--- src/rtl/lzs_pkg.sv ---
// Shared constants and FSM state type for the LZS compressed-input feeder.
package lzs_pkg;
  localparam int LZS_IN_WIDTH   = 13;
  localparam int LZS_WORD_WIDTH = 16;
  localparam int LZS_BUF_WIDTH  = 64;
  localparam int LZS_LZF_WIDTH  = 20;
  // A word may be popped only while it still fits below the valid bits.
  localparam int LZS_REFILL_TH  = LZS_BUF_WIDTH - LZS_WORD_WIDTH;

  typedef enum logic [2:0] {
    ST_IDLE, ST_LOAD, ST_RUN, ST_FLUSH, ST_DONE
  } state_t;
endpackage

--- src/rtl/lzs_bit_shifter.sv ---
// Next-state shift buffer: drop consumed bits from the top, then OR a new
// word in directly below the bits that remain.
module lzs_bit_shifter
  import lzs_pkg::*;
#(
  parameter int BUF_WIDTH  = LZS_BUF_WIDTH,
  parameter int WORD_WIDTH = LZS_WORD_WIDTH
) (
  input  logic [BUF_WIDTH-1:0]              buf_q,
  input  logic [3:0]                        shift,
  input  logic                              ins_en,
  input  logic [$clog2(BUF_WIDTH+1)-1:0]    ins_pos,
  input  logic [WORD_WIDTH-1:0]             ins_word,
  output logic [BUF_WIDTH-1:0]              buf_d
);
  logic [BUF_WIDTH-1:0] shifted, word_ext;

  assign shifted  = buf_q << shift;
  assign word_ext = {ins_word, {(BUF_WIDTH-WORD_WIDTH){1'b0}}} >> ins_pos;
  assign buf_d    = ins_en ? (shifted | word_ext) : shifted;
endmodule

--- src/rtl/lzs_stream_feeder.sv ---
// Feeds the LZS decoder a lookahead window from a 64-bit shift buffer filled
// with big-endian 16-bit words, and tracks the block's byte budget.
module lzs_stream_feeder
  import lzs_pkg::*;
#(
  parameter int IN_WIDTH   = LZS_IN_WIDTH,
  parameter int WORD_WIDTH = LZS_WORD_WIDTH,
  parameter int BUF_WIDTH  = LZS_BUF_WIDTH,
  parameter int LZF_WIDTH  = LZS_LZF_WIDTH
) (
  input  logic                  clk,
  input  logic                  rst,
  input  logic                  ce_decode,
  input  logic                  start,
  input  logic [LZF_WIDTH-1:0]  src_len,
  input  logic                  fi_valid,
  input  logic [WORD_WIDTH-1:0] fi_data,
  output logic                  fi_ack,
  output logic                  stream_valid,
  output logic [IN_WIDTH-1:0]   stream_data,
  input  logic                  stream_ack,
  input  logic [3:0]            stream_width,
  output logic                  stream_empty,
  output logic                  busy,
  output logic                  done,
  output logic                  err
);
  localparam int CW = $clog2(BUF_WIDTH + 1);
  localparam logic [CW-1:0] IN_W      = CW'(IN_WIDTH);
  localparam logic [CW-1:0] REFILL_AT = CW'(BUF_WIDTH - WORD_WIDTH);
  localparam logic [CW-1:0] FULL_BITS = CW'(WORD_WIDTH);
  localparam logic [CW-1:0] HALF_BITS = CW'(WORD_WIDTH / 2);

  state_t                state;
  logic [BUF_WIDTH-1:0]  sbuf, buf_nxt;
  logic [CW-1:0]         left_q, width_ext, consumed, left_pc, left_nxt;
  logic [LZF_WIDTH-1:0]  words_rem, wr_nxt;
  logic                  odd_q, err_q;
  logic                  run_ok, cons, bad, take, pop, last_odd;
  logic [3:0]            shift_amt;
  logic [WORD_WIDTH-1:0] ins_word;

  assign width_ext    = CW'(stream_width);
  assign run_ok       = (state == ST_RUN) && (left_q >= IN_W);
  assign stream_valid = ce_decode && (run_ok || ((state == ST_FLUSH) && (left_q != '0)));
  assign stream_data  = sbuf[BUF_WIDTH-1 -: IN_WIDTH];

  assign cons      = stream_valid && stream_ack;
  assign bad       = cons && ((width_ext > left_q) || (width_ext > IN_W));
  assign take      = cons && !bad;
  assign consumed  = take ? width_ext : '0;
  assign shift_amt = take ? stream_width : 4'd0;
  assign left_pc   = left_q - consumed;

  // Refill sees the post-consume fill level so a word can land in the same cycle.
  assign fi_ack   = ce_decode && ((state == ST_LOAD) || (state == ST_RUN)) &&
                    (words_rem != '0) && (left_pc <= REFILL_AT);
  assign pop      = fi_ack && fi_valid;
  assign last_odd = odd_q && (words_rem == LZF_WIDTH'(1));
  assign ins_word = last_odd ? {fi_data[WORD_WIDTH-1 -: WORD_WIDTH/2], {(WORD_WIDTH/2){1'b0}}}
                             : fi_data;
  assign left_nxt = left_pc + (pop ? (last_odd ? HALF_BITS : FULL_BITS) : '0);
  assign wr_nxt   = words_rem - LZF_WIDTH'(pop);

  lzs_bit_shifter #(
    .BUF_WIDTH (BUF_WIDTH),
    .WORD_WIDTH(WORD_WIDTH)
  ) u_shifter (
    .buf_q   (sbuf),
    .shift   (shift_amt),
    .ins_en  (pop),
    .ins_pos (left_pc),
    .ins_word(ins_word),
    .buf_d   (buf_nxt)
  );

  always_ff @(posedge clk or posedge rst) begin
    if (rst) begin
      state     <= ST_IDLE;
      sbuf      <= '0;
      left_q    <= '0;
      words_rem <= '0;
      odd_q     <= 1'b0;
      err_q     <= 1'b0;
    end else if (ce_decode) begin
      case (state)
        ST_IDLE, ST_DONE: begin
          if (start) begin
            sbuf      <= '0;
            left_q    <= '0;
            err_q     <= 1'b0;
            words_rem <= {1'b0, src_len[LZF_WIDTH-1:1]} + LZF_WIDTH'(src_len[0]);
            odd_q     <= src_len[0];
            state     <= (src_len == '0) ? ST_DONE : ST_LOAD;
          end
        end
        default: begin
          if (bad) begin
            err_q     <= 1'b1;
            left_q    <= '0;
            sbuf      <= '0;
            words_rem <= '0;
            state     <= ST_DONE;
          end else begin
            sbuf      <= buf_nxt;
            left_q    <= left_nxt;
            words_rem <= wr_nxt;
            case (state)
              ST_LOAD: begin
                if ((left_nxt >= IN_W) || ((wr_nxt == '0) && (left_nxt != '0)))
                  state <= ST_RUN;
                else if (wr_nxt == '0)
                  state <= ST_DONE;
              end
              ST_RUN:   if (wr_nxt == '0) state <= ST_FLUSH;
              ST_FLUSH: if (left_nxt == '0) state <= ST_DONE;
              default: ;
            endcase
          end
        end
      endcase
    end
  end

  assign busy         = (state == ST_LOAD) || (state == ST_RUN) || (state == ST_FLUSH);
  assign done         = (state == ST_DONE);
  assign stream_empty = (state == ST_DONE);
  assign err          = err_q;
endmodule

--- config.mk ---
export PLATFORM = sky130hd
export DESIGN_NAME = lzs_stream_feeder
export DESIGN_NICKNAME = d
export VERILOG_FILES = /design/src/rtl/lzs_pkg.sv /design/src/rtl/lzs_bit_shifter.sv /design/src/rtl/lzs_stream_feeder.sv
export SDC_FILE = /design/constraint.sdc
export NUM_CORES = 1
export LEC_CHECK = 0
export CAP_MARGIN = 5
export CORE_UTILIZATION = 55
export DETAILED_ROUTE_END_ITERATION = 12
export DONT_BUFFER_PORTS = 1
export PLACE_DENSITY = 0.66
export SYNTH_ARGS = -nofsm -noshare
export SYNTH_HDL_FRONTEND = slang
export SYNTH_SLANG_ARGS = --single-unit
--- constraint.sdc ---
create_clock -name clk -period 19.1 [get_ports clk]
set_input_delay 0.955 -clock clk [delete_from_list [all_inputs] [get_ports clk]]
set_output_delay 0.955 -clock clk [all_outputs]
set_load 0.005 [all_outputs]
==> results of run 1 <==
synth_stat cells (11+ instances only):
library cell	count
sky130_fd_sc_hd__a211o_1	12
sky130_fd_sc_hd__a211oi_1	11
sky130_fd_sc_hd__a21oi_1	145
sky130_fd_sc_hd__a22oi_1	82
sky130_fd_sc_hd__a2bb2oi_1	15
sky130_fd_sc_hd__a31oi_1	19
sky130_fd_sc_hd__and3_1	15
sky130_fd_sc_hd__buf_1	11
sky130_fd_sc_hd__buf_2	14
sky130_fd_sc_hd__buf_4	17
sky130_fd_sc_hd__clkbuf_1	86
sky130_fd_sc_hd__dfrtp_1	96
sky130_fd_sc_hd__ha_1	16
sky130_fd_sc_hd__inv_1	27
sky130_fd_sc_hd__mux2_2	23
sky130_fd_sc_hd__mux2i_1	91
sky130_fd_sc_hd__nand2_1	153
sky130_fd_sc_hd__nand3_1	32
sky130_fd_sc_hd__nor2_1	61
sky130_fd_sc_hd__nor2b_1	11
sky130_fd_sc_hd__nor3_1	24
sky130_fd_sc_hd__nor4_1	17
sky130_fd_sc_hd__o211ai_1	20
sky130_fd_sc_hd__o21ai_0	101
sky130_fd_sc_hd__o22ai_1	24
sky130_fd_sc_hd__o2bb2ai_1	18
sky130_fd_sc_hd__or3_1	43
sky130_fd_sc_hd__xnor2_1	16
sky130_fd_sc_hd__xor2_1	13
logic make-up (layout without fill, tap and decap cells):
logic type	count (synthesis)	after routing	synth area share
AOI/OAI and AO/OA	565	565	0.350
and+or+nand+nor	414	414	0.192
buffers and inverters	166	69	0.0699
muxes	119	119	0.118
DFF	96	96	0.222
xor gates and xnor gates	30	30	0.0255
adders and majority gates	18	18	0.0222
other	0	1	0
metrics by stage:
stage                util  hold WS [ps]
detailed placement  0.563           516
floorplan               -           479
global route        0.578           552
CTS                 0.578           538
finish              0.578           511
global placement    0.563           511
final cells by class:
cell class,instances,area (sq um),area share
tap,260,325,0.0296
multi-input combinational,1146,7710,0.701
inverter,32,123,0.0111
sequential,96,2400,0.218
clock buffer,10,229,0.0208
clock inverter,6,53.8,0.00489
timing repair buffer,21,158,0.0143
antenna,1,2.50,0.000228
registers in the layout (all words and copies together) (netlist names):
name,cells
left_q,7
words_rem,20
state,3
sbuf,64
odd_q,1
err,1
worst paths after layout:
path,from,end,slack (ps),cells after the start
min in group clk,err,err,540,1
worst max register to register,left_q[1],state[2],10210,26
worst min-delay path,rst,err,510,1
worst max-delay path,stream_width[0],state[2],10160,26
max in group asynchronous,rst,sbuf[19],17400,2
worst min register to register,err,err,540,1
power groups by stage:
stage | logic [W] | clock network, W | registers, W
floorplan | 0.000898 | 0 | 0.000348
global placement | 0.00123 | 0 | 0.000404
detailed placement | 0.00123 | 0 | 0.000402
CTS | 0.00123 | 0.000188 | 0.000399
global route | 0.00137 | 0.000194 | 0.000416
finish | 0.00130 | 0.000187 | 0.000408
worst max-delay path, stage by stage:
cell                        delay, ps
sky130_fd_sc_hd__inv_1            200
sky130_fd_sc_hd__ha_1             200
sky130_fd_sc_hd__nor2b_1           60
sky130_fd_sc_hd__o31a_1           260
sky130_fd_sc_hd__o211a_1          210
sky130_fd_sc_hd__buf_4            250
sky130_fd_sc_hd__nor2_1           640
sky130_fd_sc_hd__clkinv_1         860
sky130_fd_sc_hd__fa_1             750
sky130_fd_sc_hd__a21o_1           220
sky130_fd_sc_hd__a21oi_1          270
sky130_fd_sc_hd__xor2_1           170
sky130_fd_sc_hd__buf_4            260
sky130_fd_sc_hd__clkinv_1         530
sky130_fd_sc_hd__a31oi_1          450
sky130_fd_sc_hd__a21oi_1          200
sky130_fd_sc_hd__ha_1             310
sky130_fd_sc_hd__ha_1             270
sky130_fd_sc_hd__or3b_2           270
sky130_fd_sc_hd__o22ai_1           90
sky130_fd_sc_hd__a311oi_1         310
sky130_fd_sc_hd__a31oi_1          140
sky130_fd_sc_hd__nor4_4           410
sky130_fd_sc_hd__a211oi_2          90
sky130_fd_sc_hd__a2111oi_4        440
sky130_fd_sc_hd__mux2_2           380
metal layers:
metal  global-route usage  part of all wire  wire length (um)  vias up
met5                    0                 0                 0        -
met4                0.166             0.034              1490        0
met3                0.151              0.14              6060      124
met2                0.607              0.41             17800      876
met1                0.606              0.41             17900     5634
li1                     -                 -                 -     5201
==> summary.json, run 1 <==
{
  "place_hpwl_um": 30400,
  "synth_largest_type_area_fraction": 0.222,
  "syn_avg_cell_area_sq_um": 7.69,
  "period_share": 0.468,
  "grtUsageTotal": 0.434,
  "detailedPlace.worstSlack_ps": 10010,
  "top_level_ports": 65,
  "nNetsFinal": 1370,
  "grt_first_pass_wirelength_um": 66500,
  "floorplan.die.width_um": 142,
  "fp-row-count": 50,
  "drt-initial-drc-count": 1531,
  "clockBufferDepth": 2,
  "clock_tree.htree_level_count": 3,
  "max_freq_mhz": 112,
  "critical_path_required_ps": 19360,
  "tightestPinTransition_ps": 1460,
  "detail_route.wirelength_um": 43200,
  "dpl_cell_area_sq_um": 10700,
  "seq_power_share": 0.216,
  "power.share.switching": 0.587,
  "drc": 0,
  "root_buffer_cell": "sky130_fd_sc_hd__clkbuf_16",
  "critPathKind": "primary input to flip-flop",
  "synth.largest_area_cell": "sky130_fd_sc_hd__dfrtp_1",
  "post_cts_buffers": 0,
  "fin_crit_ps": 8940,
  "area_delta_synth_final_pct": 1.54,
  "crit_path_end_kind": "flip-flop",
  "startpoint_type": "primary input",
  "synth_flop_cell": "sky130_fd_sc_hd__dfrtp_1",
  "core_region_area_sq_um": 19000,
  "synth-async-reset-ratio": 1.00,
  "dp.cells": 1555,
  "synthCells": 1408,
  "finalClockSkew_ps": 12.9,
  "tritoncts": "built",
  "max-cap-violations": 0,
  "layout.filler_cells": 1827,
  "route.detailed.vias_per_inst": 7.53,
  "hold_class": "primary input to async pin",
  "overflow": 0,
  "crit_path_max_fanout": 57,
  "worst-endpoint-arrival_ps": 9200,
  "floorplan.die_area_sq_um": 20300,
  "report.power.total_w": 0.00189,
  "synthesis.area_sq_um": 10800,
  "finalNonFillerCells": 1572,
  "numCtsBuffers": 9,
  "first_global_vias": 10900,
  "part_of_the_total_power_dissipated_in_the_clock_network": 0.099,
  "postSynthNetCount": 1472,
  "hold_violation_count_in_the_final_report": 0,
  "num_vias": 11800,
  "combPwrFrac": 0.686,
  "insertion_delay_ps": 370,
  "run_status": "finished, final reports clean",
  "die_height_um": 142,
  "initial_core_util": 0.570,
  "p_sw_w": 0.00111,
  "port_buffers": 0,
  "detailedRoute.firstPassIterationCount": 6,
  "seq_area_frac_synth": 0.222,
  "pwr_density_cell_nw_per_um2": 172,
  "yosysUniqueCellTypes": 87,
  "synth_enable_flop_cells": 0,
  "synth.area.top_cells": "sky130_fd_sc_hd__dfrtp_1 (22%), sky130_fd_sc_hd__mux2i_1 (8.4%), sky130_fd_sc_hd__a21oi_1 (6.7%)",
  "grt_setup_unrepaired": "false",
  "slew_violations": 0,
  "clock_sinks": 96,
  "totalNegativeSetupSlack_ps": 0,
  "gpl_congestion": 0.987,
  "post_cts_resize_count": 0,
  "final_area_sq_um": 11000,
  "mostFrequentLayoutCells": "sky130_fd_sc_hd__nand2_1 (153), sky130_fd_sc_hd__a21oi_1 (145), sky130_fd_sc_hd__o21ai_0 (101)",
  "antenna_nets_post_route": 0,
  "p_int_w": 0.000782,
  "wire_length_per_cell_um": 27.5,
  "most_common_cell_after_layout_fill_and_taps_aside": "sky130_fd_sc_hd__nand2_1",
  "cts_hold_buffers": 0,
  "maximum_number_of_pins_on_one_net_before_global_route_repair": 114,
  "clkSlewWorstSetupHoldPaths_ps": 80,
  "layout_setup_ws_ps": 10160,
  "drive_gt1_frac": 0.0725,
  "grt_antenna_before_repair": 1,
  "ir_drop_v": 0.000117,
  "slew_headroom": 0.0193,
  "setup-violations-final": 0,
  "leakagePower_nw": 4.29,
  "number_of_warnings_issued_by_yosys": 0,
  "synth-seq-cells": 96
}
No activity file was read; power rests on OpenSTA's default activity.
==> inputs of run 2 (changes only) <==
--- a/config.mk
+++ b/config.mk
@@ -5,11 +5,12 @@
 export SDC_FILE = /design/constraint.sdc
 export NUM_CORES = 1
 export LEC_CHECK = 0
+export ABC_AREA = 1
 export CAP_MARGIN = 5
 export CORE_UTILIZATION = 55
 export DETAILED_ROUTE_END_ITERATION = 12
 export DONT_BUFFER_PORTS = 1
-export PLACE_DENSITY = 0.66
+export PLACE_DENSITY = 0.69
 export SYNTH_ARGS = -nofsm -noshare
 export SYNTH_HDL_FRONTEND = slang
 export SYNTH_SLANG_ARGS = --single-unit
==> constraint.sdc (replaced) <==
create_clock -name clk -period 7.7 [get_ports clk]
set_input_delay 0.385 -clock clk [delete_from_list [all_inputs] [get_ports clk]]
set_output_delay 0.385 -clock clk [all_outputs]
set_load 0.005 [all_outputs]
==> run 2 against run 1 <==
  * First-iteration DRC count up 2.0%
  * Area after synthesis down 2.1%
  * Count of clock-buffer cells in the layout down 1
  * Clock skew up 3.5 ps
  * Combinational power up 85%
  * Power up 99%
  * Critical path type is now flip-flop to flip-flop
==> summary.json, run 2 <==
{
  "ir_drop_v": 0.000207,
  "post-synth-top-count-cell": "sky130_fd_sc_hd__nand3_1",
  "synth_top_cells_by_count": "sky130_fd_sc_hd__nand3_1 (607), sky130_fd_sc_hd__nand2_1 (577), sky130_fd_sc_hd__inv_1 (137)",
  "top_level_ports": 65,
  "yosysUniqueCellTypes": 44,
  "drt-initial-drc-count": 1562,
  "hold_violation_count_in_the_final_report": 0,
  "area_delta_synth_final_pct": 0.720,
  "antenna_nets_post_route": 0,
  "post_cts_buffers": 0,
  "highest_delay_cell_along_the_critical_path": "sky130_fd_sc_hd__buf_4",
  "tritoncts": "built",
  "insertion_delay_ps": 370,
  "finalClockSkew_ps": 16.4,
  "startpoint_type": "flip-flop",
  "place_hpwl_um": 26700,
  "timing.critical_path.mode_cell": "sky130_fd_sc_hd__nand2_1",
  "crit_path_max_fanout": 67,
  "postSynthNetCount": 1914,
  "first_global_vias": 10900,
  "reg.largest.list": "sbuf: 64 flops, words_rem: 20 flops, left_q: 7 flops",
  "numCtsBuffers": 9,
  "clock_tree.htree_level_count": 3,
  "most_common_cell_after_layout_fill_and_taps_aside": "sky130_fd_sc_hd__nand3_1",
  "gpl_congestion": 0.998,
  "synth-async-reset-ratio": 1.00,
  "synthesis.area_sq_um": 10600,
  "setup-violations-final": 0,
  "synthCells": 1850,
  "grt_antenna_before_repair": 0,
  "worst-endpoint-arrival_ps": 6470,
  "max_freq_mhz": 162,
  "critPathKind": "flip-flop to flip-flop",
  "area.sequential_sq_um": 2400,
  "clkSlewWorstSetupHoldPaths_ps": 80,
  "clockBufferDepth": 2,
  "nNetsFinal": 1813,
  "syn_avg_cell_area_sq_um": 5.73,
  "crit_path_end_kind": "flip-flop",
  "num_antenna_cells": 0,
  "mostFrequentLayoutCells": "sky130_fd_sc_hd__nand3_1 (607), sky130_fd_sc_hd__nand2_1 (575), sky130_fd_sc_hd__inv_1 (135)",
  "critical_path.startpoint": "left_q[2]",
  "critPathTopFamily": "simple AND/OR/NAND/NOR gates",
  "drive_gt1_frac": 0.0365,
  "leakagePower_nw": 5.46,
  "floorplan.die.width_um": 141,
  "synth.area.top_cells": "sky130_fd_sc_hd__nand3_1 (29%), sky130_fd_sc_hd__dfrtp_1 (23%), sky130_fd_sc_hd__nand2_1 (20%)",
  "largest_register": "sbuf",
  "port_buffers": 0,
  "floorplan.die_area_sq_um": 19800,
  "pwr_density_cell_nw_per_um2": 352,
  "drc": 0,
  "synth_largest_type_area_fraction": 0.287,
  "seq_area_frac_synth": 0.227,
  "route.detailed.vias_per_inst": 6.14,
  "die_height_um": 141,
  "initial_core_util": 0.565,
  "fp-row-count": 50,
  "max-cap-violations": 0,
  "run_status": "finished, final reports clean",
  "grt_first_pass_wirelength_um": 58300,
  "clock_sinks": 96,
  "number_of_warnings_issued_by_yosys": 0,
  "fin_crit_ps": 6180,
  "synth.largest_area_cell": "sky130_fd_sc_hd__nand3_1",
  "critical_path_required_ps": 7990,
  "root_buffer_cell": "sky130_fd_sc_hd__clkbuf_16",
  "synth-seq-cells": 96,
  "maximum_number_of_pins_on_one_net_before_global_route_repair": 69,
  "multi_input_area_sq_um": 7030,
  "core_region_area_sq_um": 18800,
  "tightestPinTransition_ps": 1190,
  "finalNonFillerCells": 1988,
  "detail_route.wirelength_um": 36200,
  "slew_headroom": 0.204,
  "totalNegativeSetupSlack_ps": 0,
  "min_from": "src_len[0]",
  "hold_class": "primary input to flip-flop",
  "timing.critical_path.buf_inv": 5,
  "rr_startpoint": "left_q[2]",
  "grtUsageTotal": 0.370,
  "detailedRoute.firstPassIterationCount": 9,
  "synth_flop_cell": "sky130_fd_sc_hd__dfrtp_1",
  "largest_register_ffs": 64,
  "wire_length_per_cell_um": 18.2,
  "layout_setup_ws_ps": 1520,
  "synth_enable_flop_cells": 0,
  "layout.filler_cells": 1995,
  "detailedPlace.worstSlack_ps": 1570,
  "num_vias": 12200,
  "slew_violations": 0,
  "dp.cells": 1971,
  "overflow": 0,
  "critical-path-max-stage-delay_ps": 590,
  "grt_setup_unrepaired": "false",
  "period_share": 0.803
}
-- run 2: cell types whose count changed after synthesis, sizes merged, moves of 43 or more --
cell / previous run / this run
a22oi: 82 / 5
o21ai: 103 / 43
mux2i: 91 / 1
or3: 43 / 0
nand2: 153 / 582
inv: 30 / 145
clkbuf: 89 / 40
nand3: 32 / 609
nor2: 62 / 106
a21oi: 146 / 19
-- run 2: where the power goes --
group          switching, W  total [W]  internal [W]
Combinational       0.00173    0.00240      0.000677
Clock              0.000239   0.000498      0.000259
Sequential         0.000172   0.000860      0.000688
Total               0.00214    0.00376       0.00162
-- run 2: worst register-to-register path, delay by kind of cell (launching register included) --
kind                       cells  cell delay (ps)
DFF                            1              400
buffers and inverters          5             1250
adders and majority gates      4             1230
and+or+nand+nor               20             2020
AOI/OAI and AO/OA              3              410
xor gates and xnor gates       2              760
-- run 2: layout make-up --
class,count,share of cell area
sequential,96,0.225
clock inverter,7,0.00844
tap,234,0.0274
multi-input combinational,1485,0.658
timing repair buffer,12,0.00867
clock buffer,9,0.0211
inverter,145,0.0512
-- run 2: worst paths after layout --
kind                             to  slack, ps  depth (start not counted)
max                        state[0]       1520                         34
min                           odd_q        170                          2
max reg2reg                state[0]       1520                         34
min reg2reg                sbuf[22]        480                          2
max in group asynchronous       err       6040                          3
min in group asynchronous  sbuf[47]        550                          2
-- run 2: what timing repair did --
item	4_1_cts	5_1_grt
gates resized for setup	0	0
hold endpoints to repair	44	0
hold buffers	1	0
-- run 2: layer usage --
layer  share of wire  up-vias  track usage
met5               0        -            0
met1            0.44     5602        0.523
met4           0.037        0        0.160
met2            0.43      577        0.548
met3           0.088       82       0.0690
li1                -     5939            -
-- run 2: metrics by stage --
| step | area [sq um] | utilization | hold slack, ps | power [W] |
|---|---|---|---|---|
| floorplan | 10600 | - | 449 | 0.00265 |
| global placement | 10400 | 0.552 | 343 | 0.00320 |
| detailed placement | 10400 | 0.552 | 358 | 0.00321 |
| CTS | 10700 | 0.569 | 168 | 0.00371 |
| global route | 10700 | 0.569 | 185 | 0.00409 |
| finish | 10700 | 0.569 | 173 | 0.00376 |
-- run 2: cells by family after synthesis --
| family | after synthesis | share of synthesized area |
|---|---|---|
| flops | 96 | 0.227 |
| compound gates | 92 | 0.0492 |
| mux | 1 | 0.000944 |
| xor+xnor | 17 | 0.0165 |
| buf+inv | 269 | 0.112 |
| fa+ha+maj | 18 | 0.0227 |
| simple gates | 1357 | 0.572 |
